**src/rtl/clock_set_ctrl_pkg.sv**
```systemverilog
// rtl/clock_set_ctrl_pkg.sv - shared state encodings, button indices and field limits for clock_set_ctrl
package clock_set_ctrl_pkg;

    typedef enum logic [2:0] {
        RUN          = 3'd0,
        SET_HOUR     = 3'd1,
        SET_MIN      = 3'd2,
        SET_ALM_HOUR = 3'd3,
        SET_ALM_MIN  = 3'd4
    } state_t;

    localparam int BTN_MODE = 0;
    localparam int BTN_UP   = 1;
    localparam int BTN_DOWN = 2;

    localparam logic [5:0] HOUR_MAX = 6'd23;
    localparam logic [5:0] MIN_MAX  = 6'd59;

    // Step one unit up or down, wrapping within 0..max.
    function automatic logic [5:0] wrap_step(input logic [5:0] val, input logic [5:0] max, input logic up);
        logic [5:0] res;
        res = val;
        if (up) begin
            res = (val >= max) ? 6'd0 : val + 6'd1;
        end else begin
            res = (val == 6'd0) ? max : val - 6'd1;
        end
        return res;
    endfunction

endpackage

```
**src/rtl/clock_set_ctrl_repeat.sv**
```systemverilog
// rtl/clock_set_ctrl_repeat.sv - pb_repeat_gen: press step plus hold-to-repeat step pulses
module pb_repeat_gen #(
    parameter int REPEAT_DELAY  = 25000000,
    parameter int REPEAT_PERIOD = 10000000
) (
    input  logic clk,
    input  logic rst,
    input  logic i_level,
    input  logic i_pulse,
    input  logic i_clear,
    output logic o_step
);

    localparam int MAXP = (REPEAT_DELAY > REPEAT_PERIOD) ? REPEAT_DELAY : REPEAT_PERIOD;
    localparam int CW   = $clog2(MAXP) + 1;
    localparam logic [CW-1:0] L_DELAY  = CW'(REPEAT_DELAY);
    localparam logic [CW-1:0] L_PERIOD = CW'(REPEAT_PERIOD);

    logic [CW-1:0] r_cnt;
    logic          r_rep;
    logic [CW-1:0] w_cnt_inc;
    logic          w_hit;

    // r_rep selects between the initial delay and the repeat period.
    assign w_cnt_inc = r_cnt + CW'(1);
    assign w_hit     = i_level && !i_pulse && !i_clear && (w_cnt_inc == (r_rep ? L_PERIOD : L_DELAY));
    assign o_step    = !i_clear && (i_pulse || w_hit);

    always_ff @(posedge clk) begin
        if (rst || i_clear || i_pulse || !i_level) begin
            r_cnt <= '0;
            r_rep <= 1'b0;
        end else if (w_hit) begin
            r_cnt <= '0;
            r_rep <= 1'b1;
        end else begin
            r_cnt <= w_cnt_inc;
        end
    end

endmodule

```
**src/rtl/clock_set_ctrl.sv**
```systemverilog
// rtl/clock_set_ctrl.sv - time/alarm setting sequencer driven by MODE/UP/DOWN debounced buttons
import clock_set_ctrl_pkg::*;

module clock_set_ctrl #(
    parameter int LONG_CYCLES   = 50000000,
    parameter int REPEAT_DELAY  = 25000000,
    parameter int REPEAT_PERIOD = 10000000,
    parameter int BLINK_HALF    = 25000000
) (
    input  logic       clk,
    input  logic       rst,
    input  logic [2:0] pb_pressed_pulse,
    input  logic [2:0] pb_pressed_status,
    input  logic [2:0] pb_released_pulse,
    input  logic [4:0] cur_hour,
    input  logic [5:0] cur_min,
    input  logic [4:0] alm_hour,
    input  logic [5:0] alm_min,
    output logic [4:0] edit_hour,
    output logic [5:0] edit_min,
    output logic       time_load,
    output logic       alarm_load,
    output logic [2:0] state_o,
    output logic       blink
);

    localparam int MW = $clog2(LONG_CYCLES) + 1;
    localparam int BW = $clog2(BLINK_HALF) + 1;
    localparam logic [MW-1:0] L_LONG  = MW'(LONG_CYCLES);
    localparam logic [BW-1:0] L_BLINK = BW'(BLINK_HALF);

    state_t        r_state, w_state_nxt;
    logic [MW-1:0] r_mode_cnt;
    logic [BW-1:0] r_blink_cnt;
    logic [4:0]    r_edit_hour;
    logic [5:0]    r_edit_min;
    logic          r_time_load, r_alarm_load, r_blink;

    logic w_mode_long, w_mode_short, w_conflict, w_state_chg, w_clear_base;
    logic w_up_step, w_dn_step, w_step, w_is_hour;
    logic w_ld_cur, w_time_ld, w_alm_ld;

    assign w_mode_long  = pb_pressed_status[BTN_MODE] && !pb_pressed_pulse[BTN_MODE] && (r_mode_cnt == L_LONG - MW'(1));
    assign w_mode_short = pb_released_pulse[BTN_MODE] && (r_mode_cnt < L_LONG);
    assign w_conflict   = (pb_pressed_status[BTN_UP] && pb_pressed_status[BTN_DOWN]) ||
                          (pb_pressed_pulse[BTN_UP] && pb_pressed_pulse[BTN_DOWN]);
    assign w_state_chg  = (w_state_nxt != r_state);
    assign w_clear_base = w_conflict || w_state_chg || (r_state == RUN);
    assign w_is_hour    = (r_state == SET_HOUR) || (r_state == SET_ALM_HOUR);
    assign w_step       = (w_up_step ^ w_dn_step) && (r_state != RUN) && !w_state_chg;

    pb_repeat_gen #(.REPEAT_DELAY(REPEAT_DELAY), .REPEAT_PERIOD(REPEAT_PERIOD)) u_rep_up (
        .clk(clk), .rst(rst),
        .i_level(pb_pressed_status[BTN_UP]), .i_pulse(pb_pressed_pulse[BTN_UP]),
        .i_clear(w_clear_base || pb_released_pulse[BTN_UP]), .o_step(w_up_step)
    );

    pb_repeat_gen #(.REPEAT_DELAY(REPEAT_DELAY), .REPEAT_PERIOD(REPEAT_PERIOD)) u_rep_dn (
        .clk(clk), .rst(rst),
        .i_level(pb_pressed_status[BTN_DOWN]), .i_pulse(pb_pressed_pulse[BTN_DOWN]),
        .i_clear(w_clear_base || pb_released_pulse[BTN_DOWN]), .o_step(w_dn_step)
    );

    always_ff @(posedge clk) begin
        if (rst) r_state <= RUN;
        else     r_state <= w_state_nxt;
    end

    // A long hold aborts any edit; otherwise a short release advances the walk.
    always_comb begin
        w_state_nxt = r_state;
        w_ld_cur    = 1'b0;
        w_time_ld   = 1'b0;
        w_alm_ld    = 1'b0;
        if (r_state != RUN && w_mode_long) begin
            w_state_nxt = RUN;
        end else if (w_mode_short) begin
            case (r_state)
                RUN:          begin w_state_nxt = SET_HOUR; w_ld_cur = 1'b1; end
                SET_HOUR:     w_state_nxt = SET_MIN;
                SET_MIN:      begin w_state_nxt = SET_ALM_HOUR; w_time_ld = 1'b1; end
                SET_ALM_HOUR: w_state_nxt = SET_ALM_MIN;
                SET_ALM_MIN:  begin w_state_nxt = RUN; w_alm_ld = 1'b1; end
                default:      w_state_nxt = RUN;
            endcase
        end
    end

    always_ff @(posedge clk) begin
        if (rst) begin
            r_mode_cnt   <= '0;
            r_blink_cnt  <= '0;
            r_edit_hour  <= '0;
            r_edit_min   <= '0;
            r_time_load  <= 1'b0;
            r_alarm_load <= 1'b0;
            r_blink      <= 1'b0;
        end else begin
            if (pb_pressed_pulse[BTN_MODE])
                r_mode_cnt <= '0;
            else if (pb_pressed_status[BTN_MODE] && r_mode_cnt != L_LONG)
                r_mode_cnt <= r_mode_cnt + MW'(1);

            r_time_load  <= w_time_ld;
            r_alarm_load <= w_alm_ld;

            // Alarm values replace the edit regs only after the time commit strobe.
            if (w_ld_cur) begin
                r_edit_hour <= cur_hour;
                r_edit_min  <= cur_min;
            end else if (r_time_load) begin
                r_edit_hour <= alm_hour;
                r_edit_min  <= alm_min;
            end else if (w_step) begin
                if (w_is_hour) r_edit_hour <= 5'(wrap_step({1'b0, r_edit_hour}, HOUR_MAX, w_up_step));
                else           r_edit_min  <= wrap_step(r_edit_min, MIN_MAX, w_up_step);
            end

            if (w_state_nxt == RUN) begin
                r_blink     <= 1'b0;
                r_blink_cnt <= '0;
            end else if (w_state_chg || w_step) begin
                r_blink     <= 1'b1;
                r_blink_cnt <= '0;
            end else if (r_blink_cnt == L_BLINK - BW'(1)) begin
                r_blink     <= ~r_blink;
                r_blink_cnt <= '0;
            end else begin
                r_blink_cnt <= r_blink_cnt + BW'(1);
            end
        end
    end

    assign edit_hour  = r_edit_hour;
    assign edit_min   = r_edit_min;
    assign time_load  = r_time_load;
    assign alarm_load = r_alarm_load;
    assign state_o    = r_state;
    assign blink      = r_blink;

endmodule

```
**config.mk**
```make
export PLATFORM = sky130hd
export DESIGN_NAME = clock_set_ctrl
export DESIGN_NICKNAME = d
export VERILOG_FILES = /design/src/rtl/clock_set_ctrl_pkg.sv /design/src/rtl/clock_set_ctrl_repeat.sv /design/src/rtl/clock_set_ctrl.sv
export SDC_FILE = /design/constraint.sdc
export NUM_CORES = 1
export LEC_CHECK = 0
export CAP_MARGIN = 20
export CORE_MARGIN = 2
export CORE_UTILIZATION = 40
export CTS_CLUSTER_DIAMETER = 30
export DETAILED_ROUTE_END_ITERATION = 12
export SLEW_MARGIN = 10
export SYNTH_ARGS = -nofsm -noshare
export SYNTH_HDL_FRONTEND = slang
export SYNTH_SLANG_ARGS = --single-unit
export TNS_END_PERCENT = 30
```
**constraint.sdc**
```tcl
create_clock -name clk -period 3.7 [get_ports clk]
set_input_delay 0.74 -clock clk [delete_from_list [all_inputs] [get_ports clk]]
set_output_delay 0.74 -clock clk [all_outputs]
set_load 0.02 [all_outputs]
```
======== Word-level counts from Yosys, hierarchy flattened ========
Index checks and enable logic that the tools add are counted.
word-level totals
  bits of input ports ..................... 33
  logic and storage cells ................. 119
  flip-flop bits (word level) ............. 124
  output and inout port bits .............. 17
operators by class
  $add $sub $neg .......................... 8
  reductions and logical operators ........ 56
  $lt $le $gt $ge ......................... 3
  equality and inequality tests ........... 11
  muxes and demuxes ....................... 26
  bitwise gates (word level) .............. 3
operator list
  cell                                                                        number
  26-bit by 1-bit adder with 26-bit output (second input constant)            3
  26-bit == test                                                              2
  25-bit 2-to-1 mux                                                           2
  6-bit 2-to-1 mux                                                            7
  5-bit 2-to-1 mux                                                            7
  27-bit by 1-bit adder with 27-bit output (second input constant)            1
  27-bit by 26-bit == test with 1-bit output (second input constant)          1
  27-bit by 26-bit < comparator with 1-bit output (second input constant)     1
  27-bit by 26-bit inequality test with 1-bit output (second input constant)  1
  26-bit by 25-bit == test with 1-bit output (second input constant)          1
  1-bit logical AND                                                           17
  1-bit logical OR                                                            15
  3-bit case mux with 4 select lines                                          1
  3-bit nonzero test                                                          3
  1-bit zero test                                                             8
  2-bit OR reduction                                                          4
  1-bit 2-to-1 mux                                                            7
  6-bit by 1-bit adder with 6-bit output (second input constant)              1
  3-bit by 2-bit == test with 1-bit output (second input constant)            2
  6-bit >= comparator (second input constant)                                 1
  3-bit zero test                                                             2
  6-bit zero test                                                             1
  3-bit 2-to-1 mux                                                            2
  6-bit by 1-bit subtractor with 6-bit output (second input constant)         1
  14 further kinds                                                            16

======== Depth between registers and ports, before layout ========
Gate-level depths: netlist of the first run.
  depth after elaboration ................. 20
  depth in mapped cells ................... 15
  depth with buffers taken out ............ 12

======== Modules after synthesis ========
A second synthesis of the first run with hierarchy kept.
second synthesis, totals
  cell total of the unflattened synthesis .. 973
  area, all modules ....................... 7,943.9 um2
by module, submodules not included
  module          area each (um2)  seq. area each (um2)  cells each  instances
  clock_set_ctrl  4,282.9          1,401.3               525         1
  pb_repeat_gen   1,830.5          540.5                 224         2

======== Worst setup path before layout of the first run ========
Ideal clock, no wire load.
  path type ............................... flip-flop to flip-flop
  start point ............................. register u_rep_up.r_cnt[1]
  end point ............................... register r_blink_cnt[15]
  library setup time ...................... 0.062 ns
  buffers on the path ..................... 2
  arrival time ............................ 3.719 ns
  stages on the path, launching flop included .. 13
  period minus slack after synthesis ...... 3.781 ns
  setup slack ............................. -0.081 ns
  required time ........................... 3.638 ns
  path through ............................ dfxtp_1 -> ha_1 -> nand4_1 -> nor4_1 -> xnor2_1 -> or4_4 -> a2111oi_4 -> o21a_4 -> xor2_4 -> or4b_4 -> buf_6 -> buf_12 -> nor2_4
on the way
  cells in the longest elaborated chain, start to end .. 10
RTL lines
  item                                      RTL line                     text
  start: declaration                        clock_set_ctrl_repeat.sv:19  logic [CW-1:0] r_cnt;
  start signal: assignment                  clock_set_ctrl_repeat.sv:37  r_cnt <= w_cnt_inc;
  26-bit by 1-bit adder with 26-bit output  clock_set_ctrl_repeat.sv:25  assign w_cnt_inc = r_cnt + CW'(1);
  26-bit == test                            clock_set_ctrl_repeat.sv:26  assign w_hit = i_level && !i_pulse && !i_clear && (w_cnt_inc == (r_rep ? L_PERIOD : L_DELAY));
  1-bit logical AND                         clock_set_ctrl_repeat.sv:26
  1-bit logical OR                          clock_set_ctrl_repeat.sv:27  assign o_step = !i_clear && (i_pulse || w_hit);
  1-bit logical AND                         clock_set_ctrl_repeat.sv:27
  1-bit XOR                                 clock_set_ctrl.sv:50         assign w_step = (w_up_step ^ w_dn_step) && (r_state != RUN) && !w_state_chg;
  1-bit logical AND (2 in a row)            clock_set_ctrl.sv:50
  1-bit logical OR                          clock_set_ctrl.sv:122        end else if (w_state_chg || w_step) begin
  4-bit OR reduction (no source line)       --
  end signal: assignment                    clock_set_ctrl.sv:129        r_blink_cnt <= r_blink_cnt + BW'(1);
  end: declaration                          clock_set_ctrl.sv:34         logic [BW-1:0] r_blink_cnt;
Every way passes these cells.
A chain may end at the register's enable or synchronous reset.

======== Worst setup path in the final report of the first run ========
  start point ............................. register u_rep_up.r_cnt[8]
  end point ............................... register r_blink_cnt[2]
Same word-level chain as after synthesis.

==> flow_summary.html, run 1 <==
<table>
<tr><th>Metric</th><th>Value</th></tr>
<tr><th colspan="2">Placement</th></tr>
<tr><td>Worst slack at placement</td><td>roughly 28 ps</td></tr>
<tr><td>Placer congestion estimate</td><td>approximately 0.89</td></tr>
<tr><td>HPWL after detailed placement</td><td>about 14000 um</td></tr>
<tr><td>Port Buf Inserts</td><td>approximately 50</td></tr>
<tr><th colspan="2">Finish</th></tr>
<tr><td>Total area of sequential cells</td><td>between 2000 and 3000 um2</td></tr>
<tr><td>Commonest cells after routing, fill and taps aside</td><td>sky130_fd_sc_hd__nor2_1 (126), sky130_fd_sc_hd__dfxtp_1 (107), sky130_fd_sc_hd__buf_4 (76), sky130_fd_sc_hd__nand2_1 (73), sky130_fd_sc_hd__xor2_1 (51)</td></tr>
<tr><td>Fraction of final layout cells with drive strength greater than 1</td><td>19.7%</td></tr>
<tr><td>Layout Nets</td><td>about 1.1k</td></tr>
<tr><td>Leading cell type in the layout, fill and taps excluded</td><td>sky130_fd_sc_hd__nor2_1</td></tr>
<tr><td>Final-layout fill cell count</td><td>about 1.8k</td></tr>
<tr><td>Syn-to-layout area delta</td><td>26.0%</td></tr>
<tr><td>Area of combinational cells with multiple inputs</td><td>roughly 5000 um2</td></tr>
<tr><td>N_diodes</td><td>0</td></tr>
<tr><td>Core Util, Final</td><td>approximately half</td></tr>
<tr><th colspan="2">Yosys</th></tr>
<tr><td>Count of synthesis-stage warnings from yosys</td><td>0</td></tr>
<tr><td>Synth area leader</td><td>sky130_fd_sc_hd__dfxtp_1</td></tr>
<tr><td>Flip-flop and latch count after synthesis</td><td>between 100 and 150</td></tr>
<tr><td>Net count after synthesis</td><td>974</td></tr>
<tr><td>Post-synthesis average cell area</td><td>between 8 and 9 um2</td></tr>
<tr><td>Count of flip-flops with a built-in enable after synthesis</td><td>0</td></tr>
<tr><td>Synth Flop Type</td><td>sky130_fd_sc_hd__dfxtp_1</td></tr>
<tr><td>Area fraction of the dominant cell type after synthesis</td><td>between 30 and 40%</td></tr>
<tr><td>Top post-synthesis cells by area</td><td>sky130_fd_sc_hd__dfxtp_1 (33%), sky130_fd_sc_hd__nor2_1 (6.2%), sky130_fd_sc_hd__xor2_1 (6.0%)</td></tr>
<tr><td>Asr flop ratio synth</td><td>0%</td></tr>
<tr><td>Area of the mapped netlist</td><td>~7600 um2</td></tr>
<tr><td>Share of the yosys chip area belonging to registers</td><td>32.6%</td></tr>
<tr><td>Syn Inst Count</td><td>slightly above 900</td></tr>
<tr><td>Synth cell types</td><td>a little over 80</td></tr>
<tr><th colspan="2">Critical path</th></tr>
<tr><td>Stage delay of the slowest cell on the critical path</td><td>630 ps</td></tr>
<tr><td>Critical Path AT</td><td>4010 ps</td></tr>
<tr><td>Critical path class</td><td>reg2reg</td></tr>
<tr><td>CP max-delay cell</td><td>sky130_fd_sc_hd__or4b_4</td></tr>
<tr><td>Top fanout value on the critical path</td><td>7</td></tr>
<tr><td>Nature of the critical path startpoint</td><td>flip-flop</td></tr>
<tr><td>CP dominant cell by count</td><td>sky130_fd_sc_hd__buf_4</td></tr>
<tr><td>Kind of cell adding the most delay to the critical path</td><td>simple AND/OR/NAND/NOR gates</td></tr>
<tr><td>Critical Path Sink Type</td><td>flip-flop</td></tr>
<tr><td>Cell chain of the critical path</td><td>nand3_4, buf_4, nor4_4, buf_4, or3b_1, a211oi_2, a41oi_4, a2111oi_4, o21a_4, xor2_4, or4b_4, clkbuf_16, nor2_1</td></tr>
<tr><td>Data required time of the critical path</td><td>about 4100 ps</td></tr>
<tr><td>Number of buffer and inverter stages on the critical path</td><td>3</td></tr>
<tr><th colspan="2">Global routing</th></tr>
<tr><td>Maximum number of pins on one net before global-route repair</td><td>28</td></tr>
<tr><td>Number of antenna violations at the first check in global routing</td><td>0</td></tr>
<tr><td>Grt met2 use</td><td>a little over 30%</td></tr>
<tr><td>Met3 track demand over resource</td><td>around 4.6%</td></tr>
<tr><td>Total GRT Usage</td><td>~19%</td></tr>
<tr><td>Wire length of the first global-routing pass</td><td>31600 um</td></tr>
<tr><td>GRT met1 Usage</td><td>25.6%</td></tr>
<tr><td>Busiest grt layer</td><td>met2</td></tr>
<tr><td>Final global-route overflow total</td><td>0</td></tr>
<tr><td>Via count of the first global-routing pass</td><td>~6.4k</td></tr>
<tr><th colspan="2">STA</th></tr>
<tr><td>Highest Clock Rate</td><td>approximately 270 MHz</td></tr>
<tr><td>Transition time at the pin with the least slew margin</td><td>between 500 and 600 ps</td></tr>
<tr><td>Slew headroom</td><td>between 60% and 70%</td></tr>
<tr><td>Total setup violations reported at the end of the flow</td><td>0</td></tr>
<tr><td>Part of the cycle the worst path needs</td><td>roughly 99%</td></tr>
<tr><td>Clock Skews</td><td>~8.9 ps</td></tr>
<tr><td>Period minus WS final</td><td>3660 ps</td></tr>
<tr><td>Final Max Tran Viols</td><td>0</td></tr>
<tr><td>Worst path setup slack after routing</td><td>42.9 ps</td></tr>
<tr><td>Hold Fails Final Rpt</td><td>0</td></tr>
<tr><td>Tightest hold margin</td><td>roughly 470 ps</td></tr>
<tr><th colspan="2">Die</th></tr>
<tr><td>Core area</td><td>approximately 19000 um2</td></tr>
<tr><td>Die Width</td><td>142 um</td></tr>
<tr><td># rows</td><td>50</td></tr>
<tr><td>Starting density of the core</td><td>just over 40%</td></tr>
<tr><td>Die area</td><td>20200 um2</td></tr>
<tr><td># IOs</td><td>50</td></tr>
<tr><td>Height of the chip</td><td>approximately 140 um</td></tr>
<tr><th colspan="2">Route</th></tr>
<tr><td>Average wire length per cell after detail routing</td><td>15.5 um</td></tr>
<tr><td>Overall via count from detail_route</td><td>approximately 7k</td></tr>
<tr><td>Via/cell ratio</td><td>between 5 and 6</td></tr>
<tr><td>First DRT Iteration DRCs</td><td>~380</td></tr>
<tr><td>Remaining antenna violation count after routing</td><td>0</td></tr>
<tr><td>Drt drc</td><td>0</td></tr>
<tr><td>Total Wirelength</td><td>a little under 20000 um</td></tr>
<tr><td>TritonRoute pass-1 iters</td><td>4</td></tr>
<tr><th colspan="2">CTS</th></tr>
<tr><td>Clock Sink Count</td><td>124</td></tr>
<tr><td>CTS root buf</td><td>sky130_fd_sc_hd__clkbuf_16</td></tr>
<tr><td>Clock latency reported for the late side of the worst-skew pair</td><td>between 400 and 500 ps</td></tr>
<tr><td>Number of buffers created by CTS</td><td>17</td></tr>
<tr><td>Hold-fix buffers at CTS</td><td>0</td></tr>
<tr><td>Maximum number of buffers from clock root to sink</td><td>2</td></tr>
<tr><td>Deepest level of the CTS H-tree</td><td>4</td></tr>
<tr><td>CTS tree</td><td>done</td></tr>
<tr><td>Clk slew on worst S/H paths</td><td>60 ps</td></tr>
<tr><th colspan="2">Power</th></tr>
<tr><td>Power per Cell Area</td><td>about 370 nW/um2</td></tr>
<tr><td>Total leakage power</td><td>0.00328 uW</td></tr>
<tr><td>Peak VDD IR</td><td>332 uV</td></tr>
<tr><td>Total power consumption of the routed design</td><td>~3600 uW</td></tr>
<tr><th colspan="2">Status</th></tr>
<tr><td>Run status</td><td>finished, final reports clean</td></tr>
<tr><th colspan="2">Worst hold path</th></tr>
<tr><td>Worst Hold Class</td><td>reg2reg</td></tr>
<tr><th colspan="2">Flow run</th></tr>
<tr><td>MaxCap Viol Count</td><td>0</td></tr>
</table>
## logic make-up after synthesis
family                     share of synthesized area, %
AOI/OAI and AO/OA                                  14.7
xor gates and xnor gates                           10.9
adders and majority gates                          1.97
buffers and inverters                              4.65
DFF                                                32.6
muxes                                              1.07
and+or+nand+nor                                    34.0
## path summary, 6_finish.rpt
kind / slack (ps) / depth (start not counted) / to / startpoint
setup / recovery: 40 / 13 / r_blink_cnt[2]$_SDFF_PP0_ / u_rep_up.r_cnt[8]$_SDFF_PP0_
hold / removal: 470 / 1 / r_blink_cnt[0]$_SDFF_PP0_ / r_blink_cnt[0]$_SDFF_PP0_
setup reg to reg: 40 / 13 / r_blink_cnt[2]$_SDFF_PP0_ / u_rep_up.r_cnt[8]$_SDFF_PP0_
hold reg to reg: 470 / 1 / r_blink_cnt[0]$_SDFF_PP0_ / r_blink_cnt[0]$_SDFF_PP0_
## worst reg2reg max path, cell delays in order, from the launching register on
cell and delay [ps]:
sky130_fd_sc_hd__dfxtp_2 350, sky130_fd_sc_hd__nand3_4 130, sky130_fd_sc_hd__buf_4 180, sky130_fd_sc_hd__nor4_4 310, sky130_fd_sc_hd__buf_4 170, sky130_fd_sc_hd__or3b_1 390, sky130_fd_sc_hd__a211oi_2 330, sky130_fd_sc_hd__a41oi_4 90
sky130_fd_sc_hd__a2111oi_4 410, sky130_fd_sc_hd__o21a_4 220, sky130_fd_sc_hd__xor2_4 80, sky130_fd_sc_hd__or4b_4 630, sky130_fd_sc_hd__clkbuf_16 220, sky130_fd_sc_hd__nor2_1 100
## cells in the mapped netlist, types with 15 or more instances
cell type                  instances
sky130_fd_sc_hd__xor2_1           52
sky130_fd_sc_hd__and3_1           21
sky130_fd_sc_hd__nand4_1          34
sky130_fd_sc_hd__o21ai_0          21
sky130_fd_sc_hd__inv_1            25
sky130_fd_sc_hd__nand3_1          49
sky130_fd_sc_hd__a21oi_1          30
sky130_fd_sc_hd__nor2_4           18
sky130_fd_sc_hd__nor3_1           25
sky130_fd_sc_hd__clkbuf_1         35
sky130_fd_sc_hd__dfxtp_1         124
sky130_fd_sc_hd__nor4_1           24
sky130_fd_sc_hd__nor2_1          126
sky130_fd_sc_hd__a211oi_1         15
sky130_fd_sc_hd__xnor2_1          40
sky130_fd_sc_hd__nand2_1          74
## where the power goes
part / switching [uW] / total [uW] / internal (uW)
Clock: 663 / 1740 / 1070
Combinational: 223 / 420 / 197
Sequential: 48.9 / 1410 / 1360
## layout make-up
class,count,share of cell area (%)
multi-input combinational,730,51.1
sequential,124,26.1
timing repair buffer,131,12.3
clock buffer,17,4.43
tap,234,3.05
clock inverter,15,1.97
inverter,25,0.978
## through the flow
stage	cell area [um2]	TNS [ps]	instances
after floorplan	7620	0	929
after global placement	8690	0	1231
after detailed placement	8690	0	1231
after CTS	9310	0	1263
after global routing	9590	-1750	1276
final	9590	0	1276
## layer usage
layer,vias to the layer above,wire length [um]
met2,133,9400
met1,3285,9260
met3,26,746
met4,0,394
met5,-,0
li1,3542,-
## flip-flops by register name, indices dropped and copies added (netlist names)
signal / cells
alarm_load: 1
blink: 1
edit_hour: 5
edit_min: 6
r_blink_cnt: 26
r_mode_cnt: 27
state_o: 3
time_load: 1
u_rep_dn.r_cnt: 26
u_rep_dn.r_rep: 1
u_rep_up.r_cnt: 26
u_rep_up.r_rep: 1
## repair_timing
item | in CTS | in global routing
resized for setup | 1 | 40
setup buffers | 0 | 10
gates cloned | 0 | 3
setup endpoints to repair | 2 | 35
pin swaps | 0 | 13
Note: power is estimated with default switching activity, not from simulation.
==> run 2: changes to the inputs <==
--- a/config.mk
+++ b/config.mk
@@ -8,7 +8,7 @@
 export CAP_MARGIN = 20
 export CORE_MARGIN = 2
 export CORE_UTILIZATION = 40
-export CTS_CLUSTER_DIAMETER = 30
+export CTS_CLUSTER_DIAMETER = 200
 export DETAILED_ROUTE_END_ITERATION = 12
 export SLEW_MARGIN = 10
 export SYNTH_ARGS = -nofsm -noshare
==> results of run 2 <==
Final layout, timing and power as in run 1 (identical DEF).
==> run 3: changes to the inputs <==
==> constraint.sdc (replaced) <==
create_clock -name clk -period 4.1 [get_ports clk]
set_input_delay 0.82 -clock clk [delete_from_list [all_inputs] [get_ports clk]]
set_output_delay 0.82 -clock clk [all_outputs]
set_load 0.02 [all_outputs]
==> run 3 against run 2 <==
Against the previous run:
- flip-flop and latch count did not move
- via count fell by 2.7%
- final cell count fell by 3.3%
- critical path type unchanged
- highest routed layer unchanged
- register-to-register slack improved by 60 ps
==> flow_summary.html, run 3 (synthesis results as in run 1) <==
<table>
<tr><th>Metric</th><th>Value</th></tr>
<tr><th colspan="2">Global routing</th></tr>
<tr><td>Total GRT Usage</td><td>a little under a fifth</td></tr>
<tr><td>Number of antenna violations at the first check in global routing</td><td>0</td></tr>
<tr><td>Final global-route overflow total</td><td>0</td></tr>
<tr><td>Via count of the first global-routing pass</td><td>6246</td></tr>
<tr><td>Wire length of the first global-routing pass</td><td>roughly 31000 um</td></tr>
<tr><td>Maximum number of pins on one net before global-route repair</td><td>28</td></tr>
<tr><th colspan="2">Die</th></tr>
<tr><td># IOs</td><td>50</td></tr>
<tr><td>Starting density of the core</td><td>~41%</td></tr>
<tr><td>Die Width</td><td>142 um</td></tr>
<tr><td>Height of the chip</td><td>roughly 140 um</td></tr>
<tr><td>Core area</td><td>roughly 19000 um2</td></tr>
<tr><td>Die area</td><td>20200 um2</td></tr>
<tr><td># rows</td><td>50</td></tr>
<tr><th colspan="2">Critical path</th></tr>
<tr><td>Top fanout value on the critical path</td><td>26</td></tr>
<tr><td>Data required time of the critical path</td><td>4450 ps</td></tr>
<tr><td>Critical Path AT</td><td>between 4000 and 5000 ps</td></tr>
<tr><td>Worst reg2reg endpoint</td><td>r_blink_cnt[3]$_SDFF_PP0_</td></tr>
<tr><td>Stage delay of the slowest cell on the critical path</td><td>roughly 820 ps</td></tr>
<tr><td>Cell chain of the critical path</td><td>and4_1, nand4_1, or4_1, a211oi_1, nand4b_1, a2111oi_4, a22o_4, xor2_4, or4b_4, nor2_1</td></tr>
<tr><td>Setup slack of the worst register-to-register path</td><td>between 100 and 150 ps</td></tr>
<tr><td>Critical Path Sink Type</td><td>flip-flop</td></tr>
<tr><td>Nature of the critical path startpoint</td><td>flip-flop</td></tr>
<tr><td>Worst flop-to-flop path startpoint</td><td>u_rep_dn.r_cnt[2]$_SDFF_PP0_</td></tr>
<tr><td>Critical path class</td><td>reg2reg</td></tr>
<tr><td>Cell count of the worst reg-to-reg path</td><td>10</td></tr>
<tr><td>CP max-delay cell</td><td>sky130_fd_sc_hd__or4b_4</td></tr>
<tr><th colspan="2">STA</th></tr>
<tr><td>Final Max Tran Viols</td><td>0</td></tr>
<tr><td>Setup repair after global routing missed its margin</td><td>true</td></tr>
<tr><td>Slew headroom</td><td>around three fifths</td></tr>
<tr><td>Period minus WS final</td><td>4000 ps</td></tr>
<tr><td>Total setup violations reported at the end of the flow</td><td>0</td></tr>
<tr><td>Highest Clock Rate</td><td>250 MHz</td></tr>
<tr><td>Clock Skews</td><td>between 8 and 9 ps</td></tr>
<tr><td>Part of the cycle the worst path needs</td><td>97.5%</td></tr>
<tr><td>Hold Fails Final Rpt</td><td>0</td></tr>
<tr><td>Total negative slack</td><td>0 ps</td></tr>
<tr><td>Worst path setup slack after routing</td><td>just over 100 ps</td></tr>
<tr><td>Transition time at the pin with the least slew margin</td><td>approximately 630 ps</td></tr>
<tr><th colspan="2">Route</th></tr>
<tr><td>Average wire length per cell after detail routing</td><td>15.2 um</td></tr>
<tr><td>Remaining antenna violation count after routing</td><td>0</td></tr>
<tr><td>First DRT Iteration DRCs</td><td>430</td></tr>
<tr><td>Drt drc</td><td>0</td></tr>
<tr><td>Via/cell ratio</td><td>between 5 and 6</td></tr>
<tr><td>TritonRoute pass-1 iters</td><td>4</td></tr>
<tr><td>Total Wirelength</td><td>between 15000 and 20000 um</td></tr>
<tr><td>Overall via count from detail_route</td><td>6798</td></tr>
<tr><th colspan="2">Finish</th></tr>
<tr><td>Fraction of final layout cells with drive strength greater than 1</td><td>roughly an eighth</td></tr>
<tr><td>Largest register FFs</td><td>27</td></tr>
<tr><td>Leading cell type in the layout, fill and taps excluded</td><td>sky130_fd_sc_hd__nor2_1</td></tr>
<tr><td>Layout Nets</td><td>around 1.0k</td></tr>
<tr><td>Syn-to-layout area delta</td><td>18.8%</td></tr>
<tr><td>N_diodes</td><td>0</td></tr>
<tr><td>Commonest cells after routing, fill and taps aside</td><td>sky130_fd_sc_hd__nor2_1 (126), sky130_fd_sc_hd__dfxtp_1 (123), sky130_fd_sc_hd__nand2_1 (74), sky130_fd_sc_hd__xor2_1 (52)</td></tr>
<tr><td>Top register by number of flip-flops</td><td>r_mode_cnt</td></tr>
<tr><th colspan="2">Power</th></tr>
<tr><td>Internal Power</td><td>approximately 2300 uW</td></tr>
<tr><td>Total leakage power</td><td>~0.003 uW</td></tr>
<tr><td>Part of the power in combinational logic</td><td>11.2%</td></tr>
<tr><td>Clock Power Share</td><td>between 40% and 50%</td></tr>
<tr><td>Peak VDD IR</td><td>around 280 uV</td></tr>
<tr><td>Net switching power</td><td>801 uW</td></tr>
<tr><td>Reg power frac</td><td>about 40%</td></tr>
<tr><td>Power per Cell Area</td><td>around 350 nW/um2</td></tr>
<tr><td>Switching power as a share of total power</td><td>about 26%</td></tr>
<tr><th colspan="2">Placement</th></tr>
<tr><td>Port Buf Inserts</td><td>just under 50</td></tr>
<tr><td>Placer congestion estimate</td><td>0.883</td></tr>
<tr><td>Worst slack at placement</td><td>about 120 ps</td></tr>
<tr><td>HPWL after detailed placement</td><td>around 14000 um</td></tr>
<tr><th colspan="2">CTS</th></tr>
<tr><td>Maximum number of buffers from clock root to sink</td><td>2</td></tr>
<tr><td>CTS root buf</td><td>sky130_fd_sc_hd__clkbuf_16</td></tr>
<tr><td>CTS tree</td><td>done</td></tr>
<tr><td>Deepest level of the CTS H-tree</td><td>4</td></tr>
<tr><td>Clk slew on worst S/H paths</td><td>60 ps</td></tr>
<tr><td>Clock latency reported for the late side of the worst-skew pair</td><td>420 ps</td></tr>
<tr><td>Hold-fix buffers at CTS</td><td>0</td></tr>
<tr><td>Clock Sink Count</td><td>around 120</td></tr>
<tr><td>Number of buffers created by CTS</td><td>17</td></tr>
<tr><th colspan="2">Worst hold path</th></tr>
<tr><td>HP Start</td><td>r_blink_cnt[0]$_SDFF_PP0_</td></tr>
<tr><td>Worst hold path depth</td><td>1</td></tr>
<tr><td>Worst Hold Class</td><td>reg2reg</td></tr>
<tr><td>Hold EP</td><td>r_blink_cnt[0]$_SDFF_PP0_</td></tr>
<tr><th colspan="2">Flow run</th></tr>
<tr><td>MaxCap Viol Count</td><td>0</td></tr>
<tr><th colspan="2">Status</th></tr>
<tr><td>Run status</td><td>finished, final reports clean</td></tr>
</table>
[run 3: changes by cell type in the layout (fill, tap and decap cells not counted), moves of 3 or more]
cell                       previous run  this run
sky130_fd_sc_hd__buf_4               76        40
sky130_fd_sc_hd__dfxtp_1            107       123
sky130_fd_sc_hd__dfxtp_2             16         1
sky130_fd_sc_hd__nor4_1              20        24
sky130_fd_sc_hd__clkbuf_8             0         3
[run 3: cell type report]
cell class              instances  area, um2
repair buffers                 89        791
clock buffers                  20        467
inverters                      25       93.8
multi-input cells             730       4780
flip-flops and latches        124       2480
clock inverters                12        136
fillers                      1805       9660
well taps                     234        293
[run 3: worst max path at each step]
stage,start,to,slack [ps],depth (start not counted)
after floorplan,u_rep_up.r_cnt[1]$_SDFF_PP0_,r_blink_cnt[15]$_SDFF_PP0_,320,12
after global placement,u_rep_dn.r_cnt[1]$_SDFF_PP0_,r_blink_cnt[4]$_SDFF_PP0_,180,11
after detailed placement,u_rep_dn.r_cnt[1]$_SDFF_PP0_,r_blink_cnt[3]$_SDFF_PP0_,120,11
after CTS,u_rep_dn.r_cnt[1]$_SDFF_PP0_,r_blink_cnt[3]$_SDFF_PP0_,100,11
after global routing,u_rep_dn.r_cnt[2]$_SDFF_PP0_,r_blink_cnt[25]$_SDFF_PP0_,-110,10
final,u_rep_dn.r_cnt[2]$_SDFF_PP0_,r_blink_cnt[3]$_SDFF_PP0_,100,10
[run 3: repair_timing]
item | CTS | global route
setup buffers | 0 | 0
resized for setup | 0 | 1
setup endpoints to repair | 0 | 26
[run 3: metal layers]
layer	track usage (%)	part of all wire [%]	up-vias	routed length [um]
met5	0	0	-	0
met4	5.21	0.94	0	177
met3	4.48	3.3	15	627
met2	31.0	47	91	8860
met1	25.4	48	3222	9080
li1	-	-	3470	-
[run 3: critical path: cells and delay by family (launching register included)]
family	cells	cell delay, ps
and+or+nand+nor	6	2420
AOI/OAI and AO/OA	3	930
DFF	1	500
xor gates and xnor gates	1	70
[run 3: power by group through the flow]
stage          Combinational (uW)  Sequential (uW)  Clock, uW
2_1_floorplan                 228             1300          0
3_3_place_gp                  350             1300          0
3_5_place_dp                  352             1300          0
4_1_cts                       353             1270       1550
5_1_grt                       386             1280       1610
6_report                      351             1270       1510
[run 3: per-stage QoR]
stage | total power [uW] | cells | instance area [um2] | util [%] | hold WS, ps
after CTS | 3170 | 1234 | 9040 | 48.3 | 477
after global routing | 3280 | 1234 | 9040 | 48.3 | 500
after global placement | 1650 | 1202 | 8440 | 45.1 | 458
final | 3140 | 1234 | 9040 | 48.3 | 475
after floorplan | 1530 | 929 | 7610 | - | 439
after detailed placement | 1650 | 1202 | 8440 | 45.1 | 463
